[src/rtl/cycle_sequencer_pkg.sv]
// Shared opcode and phase definitions for the VeriRISC sequencer.
//   opcode_t  : 3-bit instruction opcode as held in the IR
//   phase_t   : sequencer states; HALTED shares phase code 0 but sets bit 3
//   is_aluop(): opcodes that read an operand from memory into the ALU
package cycle_sequencer_pkg;

  typedef enum logic [2:0] {
    OP_HLT = 3'd0,
    OP_SKZ = 3'd1,
    OP_ADD = 3'd2,
    OP_AND = 3'd3,
    OP_XOR = 3'd4,
    OP_LDA = 3'd5,
    OP_STO = 3'd6,
    OP_JMP = 3'd7
  } opcode_t;

  typedef enum logic [3:0] {
    PH_INST_ADDR  = 4'b0000,
    PH_INST_FETCH = 4'b0001,
    PH_INST_LOAD  = 4'b0010,
    PH_IDLE       = 4'b0011,
    PH_OP_ADDR    = 4'b0100,
    PH_OP_FETCH   = 4'b0101,
    PH_ALU_OP     = 4'b0110,
    PH_STORE      = 4'b0111,
    PH_HALTED     = 4'b1000
  } phase_t;

  function automatic logic is_aluop(opcode_t op);
    return (op == OP_ADD) || (op == OP_AND) || (op == OP_XOR) || (op == OP_LDA);
  endfunction

endpackage

[src/rtl/cycle_sequencer.sv]
// Eight-phase single-clock instruction sequencer with halt/resume,
// single-step gating and a retired-instruction counter.
// Ports:
//   clk, rst            : clock, async active-low reset
//   opcode, zero        : current IR opcode, accumulator-is-zero flag
//   step_mode/step      : pause before each fetch / release one instruction
//   resume              : leave HALTED
//   fetch               : PC drives memory address (phases 0-3)
//   mem_rd..load_pc     : datapath strobes, decoded from registered state
//   alu_en              : one-cycle ALU compute enable
//   halt, phase, retired: status / debug
module cycle_sequencer
  import cycle_sequencer_pkg::*;
#(
  parameter int CNT_W = 16
) (
  input  logic             clk,
  input  logic             rst,
  input  opcode_t          opcode,
  input  logic             zero,
  input  logic             step_mode,
  input  logic             step,
  input  logic             resume,
  output logic             fetch,
  output logic             mem_rd,
  output logic             mem_wr,
  output logic             load_ir,
  output logic             load_ac,
  output logic             inc_pc,
  output logic             load_pc,
  output logic             alu_en,
  output logic             halt,
  output logic [2:0]       phase,
  output logic [CNT_W-1:0] retired
);

  phase_t           state_q, state_d;
  logic             halt_q, halt_d;
  logic [CNT_W-1:0] retired_q, retired_d;
  logic             aluop;

  assign aluop = is_aluop(opcode);

  // State, halt flag and retire counter
  always_ff @(posedge clk or negedge rst) begin
    if (!rst) begin
      state_q   <= PH_INST_ADDR;
      halt_q    <= 1'b0;
      retired_q <= '0;
    end else begin
      state_q   <= state_d;
      halt_q    <= halt_d;
      retired_q <= retired_d;
    end
  end

  // Next state
  always_comb begin
    state_d = state_q;
    case (state_q)
      PH_INST_ADDR:  if (!step_mode || step) state_d = PH_INST_FETCH;
      PH_INST_FETCH: state_d = PH_INST_LOAD;
      PH_INST_LOAD:  state_d = PH_IDLE;
      PH_IDLE:       state_d = PH_OP_ADDR;
      PH_OP_ADDR:    state_d = (opcode == OP_HLT) ? PH_HALTED : PH_OP_FETCH;
      PH_OP_FETCH:   state_d = PH_ALU_OP;
      PH_ALU_OP:     state_d = PH_STORE;
      PH_STORE:      state_d = PH_INST_ADDR;
      PH_HALTED:     if (resume) state_d = PH_INST_ADDR;
      default:       state_d = PH_INST_ADDR;
    endcase
  end

  // An instruction retires either on normal completion or when HLT parks us
  always_comb begin
    halt_d    = (state_d == PH_HALTED);
    retired_d = retired_q;
    if ((state_q == PH_STORE) ||
        (state_q == PH_OP_ADDR && opcode == OP_HLT))
      retired_d = retired_q + {{(CNT_W-1){1'b0}}, 1'b1};
  end

  // Strobe decode from registered state only; step/resume never reach outputs
  always_comb begin
    fetch   = 1'b0;
    mem_rd  = 1'b0;
    mem_wr  = 1'b0;
    load_ir = 1'b0;
    load_ac = 1'b0;
    inc_pc  = 1'b0;
    load_pc = 1'b0;
    alu_en  = 1'b0;
    case (state_q)
      PH_INST_ADDR: begin
        fetch = 1'b1;
      end
      PH_INST_FETCH: begin
        fetch  = 1'b1;
        mem_rd = 1'b1;
      end
      PH_INST_LOAD, PH_IDLE: begin
        fetch   = 1'b1;
        mem_rd  = 1'b1;
        load_ir = 1'b1;
      end
      PH_OP_ADDR: begin
        inc_pc = 1'b1;
      end
      PH_OP_FETCH: begin
        mem_rd = aluop;
      end
      PH_ALU_OP: begin
        mem_rd  = aluop;
        alu_en  = 1'b1;
        inc_pc  = (opcode == OP_SKZ) && zero;
        load_pc = (opcode == OP_JMP);
      end
      PH_STORE: begin
        mem_rd  = aluop;
        load_ac = aluop;
        inc_pc  = (opcode == OP_JMP);
        load_pc = (opcode == OP_JMP);
        mem_wr  = (opcode == OP_STO);
      end
      default: ;
    endcase
  end

  assign halt    = halt_q;
  assign phase   = state_q[2:0];
  assign retired = retired_q;

endmodule

[config.mk]
export PLATFORM = sky130hd
export DESIGN_NAME = cycle_sequencer
export DESIGN_NICKNAME = d
export VERILOG_FILES = /design/src/rtl/cycle_sequencer_pkg.sv /design/src/rtl/cycle_sequencer.sv
export SDC_FILE = /design/constraint.sdc
export NUM_CORES = 1
export LEC_CHECK = 0
export ABC_AREA = 0
export CAP_MARGIN = 20
export CORE_AREA = 2 2 58 60
export DETAILED_ROUTE_END_ITERATION = 12
export DIE_AREA = 0 0 60 62
export GPL_ROUTABILITY_DRIVEN = 0
export PLACE_DENSITY_LB_ADDON = 0.12
export SYNTH_ARGS = -nofsm -noshare
export SYNTH_HDL_FRONTEND = slang
export SYNTH_SLANG_ARGS = --single-unit
[constraint.sdc]
create_clock -name clk -period 1.67 [get_ports clk]
set_clock_uncertainty 0.1 [all_clocks]
set_input_delay 0.501 -clock clk [delete_from_list [all_inputs] [get_ports clk]]
set_output_delay 0.501 -clock clk [all_outputs]
set_load 0.02 [all_outputs]
==> metrics.md <==
| Metric | Value |
|---|---|
| Std-Cell Core Area | 3179 um2 |
| Post-synth ARST share | 100.0% |
| Min Tclk post-route | 1947 ps |
| Number of distinct library cells after synthesis | 32 |
| Overall Global Routing Usage | 16.86% |
| Initial antenna violation count | 0 |
| # hold bufs at CTS | 0 |
| Post-synth top area cell | dfrtp_1 |
| Max Slew Vio Count | 0 |
| Clock root buffer | clkbuf_4 |
| P_leak | 1.022 nW |
| Antenna Violating Nets Remaining | 0 |
| H-tree depth | 1 |
| Tcrit/Tclk final | 116.6% |
| PortBufs | 36 |
| Max_cap viols | 0 |
| Final setup viols | 10 |
| Post-synthesis sequential area ratio | 43.80% |
| First DRT Iteration DRCs | 33 |
| Critical path launch point type | flop |
| Top cell family by delay on the critical path | simple AND/OR/NAND/NOR gates |
| Via-to-Cell Ratio | 4.752 |
| Cell area power density | 1385 nW/um2 |
| Worst-Margin Slew | 329.2 ps |
| Fmax | 513.7 MHz |
| Syn avg cell area | 10.43 um2 |
| Cell breakdown of the critical path | nand2b_4 -> nor4_4 -> buf_4 |
| Net count after synthesis | 125 |
| Reg clk slew, reported paths | 130 ps |
| Area Overhead vs Synth | 72.05% |
| DP HPWL | 2.165 mm |
| DRT Pass-1 Iters | 4 |
| CP endpoint kind | output port |
| Post-synth top flop | dfrtp_1 |
| WS Path Type | flop to output port |
| Post-route DRC | 0 |
| Max incr delay on CP | 410 ps |
| Yosys reg bits | 21 |
| Crit-path slowest cell | dfrtp_1 |
| N_diodes | 0 |
| TNS Setup | -1747 ps |
| Final instance area | 2064 um2 |
| Row count | 21 |
| Number of global-route vias before repair | 1058 |
| Post-synth EDFFs | 0 |
| Buffer and inverter count on the worst path | 1 |
| Cts bufs inserted | 3 |
| Synth area leaders | dfrtp_1, xor2_1, nor2_1 |
| DIE AREA | 3720 um2 |
| Slew margin rel. | 77.49% |
| Routed wire length | 3.258 mm |
| First-pass GRT wire length | 4.761 mm |
| RSZ-0062 raised after global routing | yes |
| Layout cells sized above 1 | 52.13% |
| Total I/O pin count | 37 |
| Post-synth top cells | dfrtp_1, nor2_1, xor2_1 |
| Peak VDD IR | 0.7637 mV |
| Worst EP arrival | 1350 ps |
| Critical Path Fanout Max | 3 |
| Yosys warning total | 0 |
| Drt wl/cell | 13.92 um |
| Initial Utilization | 37.74% |
| Most numerous cell in the Yosys netlist | dfrtp_1 |
| Worst min path class | flop to flop |
| Setup WS post-layout | -276.6 ps |
| Largest net degree at the start of global routing | 22 |
| Clock sinks | 21 |
| DP Area | 1826 um2 |
| CTS tree | yes |
| Worst-Skew Late Latency | 320 ps |
| Congestion Overflow GR | 0 |
| DIE HEIGHT | 62 um |
| Worst EP required | 1070 ps |
| Top cell type's share of synthesized area | 43.80% |
| Outcome | complete, but fails checks |
| Post-Syn Area | 1200 um2 |
| Clock Path Buffers | 2 |
| Fin nets | 199 |
| Failing checks | setup timing |
| Die X | 60 um |
| Final hold vios | 0 |
| Cells after Synth | 115 |
| Via Count | 1112 |
==> through the flow <==
step                setup WS [ps]  utilization [%]  power (mW)  hold WS (ps)  instances
floorplan                  -79.79                -       1.551         105.4        115
CTS                        -275.8            59.50       2.589         381.3        225
finish                     -276.6            64.94       2.859         379.2        234
detailed placement          -1072            57.42       2.223         368.2        220
global placement           -987.7            57.42       2.194         355.7        220
global route               -309.8            64.94       3.032         406.6        234
==> final cells by class <==
class                   instances  area [um2]
repair buffers                 78       665.6
multi-input cells              85       785.8
well taps                      46       57.56
clock buffers                   3       22.52
clock inverters                 1       5.005
flip-flops and latches         21       528.0
fillers                       280        1115
==> kinds of logic after synthesis <==
| family | after synthesis | share of synthesized area [%] |
|---|---|---|
| DFF | 21 | 43.80 |
| and+or+nand+nor | 58 | 32.01 |
| adders and majority gates | 1 | 1.043 |
| muxes | 1 | 0.9384 |
| AOI/OAI and AO/OA | 8 | 4.797 |
| xor gates and xnor gates | 17 | 12.41 |
| buffers and inverters | 9 | 5.005 |
==> power breakdown <==
part	switching [mW]	internal, mW
sequential	0.0842	0.610
clock	0.171	0.0896
combinational	0.974	0.931
total	1.23	1.63
==> worst register-to-register path: cells and delay by family (launching register included) <==
family	cells	cell delay, ps
xor gates and xnor gates	1	170
DFF	1	410
buffers and inverters	2	350
and+or+nand+nor	3	630
==> final timing paths <==
check,from,to,slack (ps),depth (start not counted)
hold reg to reg,retired[15]$_DFFE_PN0P_,retired[15]$_DFFE_PN0P_,380,1
max in group asynchronous,rst,state_q[1]$_DFF_PN0_,810,2
setup / recovery,state_q[3]$_DFF_PN0_,mem_wr,-280,3
hold / removal,retired[15]$_DFFE_PN0P_,retired[15]$_DFFE_PN0P_,380,1
min in group asynchronous,rst,state_q[3]$_DFF_PN0_,410,2
setup reg to reg,state_q[3]$_DFF_PN0_,retired[7]$_DFFE_PN0P_,-50,6
==> per-layer routing <==
metal | up-vias | part of all wire (%) | track usage, %
met5 | - | 0 | 0
met1 | 526 | 41 | 22.11
met2 | 32 | 53 | 28.57
met4 | 0 | 1.6 | 6.667
li1 | 548 | - | -
met3 | 6 | 3.7 | 1.863
==> layout by cell type, fill, tap and decap left out, drive strengths merged <==
cell           synthesis  routed
a21oi                  3       3
nand4                  2       2
mux2                   1       1
clkbuf                 1       6
ha                     1       1
o21a                   1       1
and2b                  1       1
nand3                  7       7
clkinv                 0       1
and4                   1       1
nor2                  14      14
a22oi                  2       2
buf                    8      55
nand2b                 2       2
clkdlybuf4s50          0       4
and2                   4       4
dfrtp                 21      21
nand4b                 1       1
nor4                   6       6
nor3b                  1       1
clkdlybuf4s15          0      11
a2111oi                1       1
nor4b                  4       4
xnor2                  3       3
nand2                  8       8
dlygate4sd2            0       5
nor3                   7       7
xor2                  14      14
a211oi                 1       1
==> flip-flops by register name, summed over array words and instances (netlist names) <==
register and flops:
retired 16, state_q 4, halt 1
==> what timing repair did <==
item | CTS | global route
pin swaps | 7 | 9
endpoints found under the setup margin | 45 | 37
endpoints found under the hold margin | 0 | 0
buffers inserted | 1 | 10
gates resized for setup | 108 | 40
Note: power is estimated with default switching activity, not from simulation.
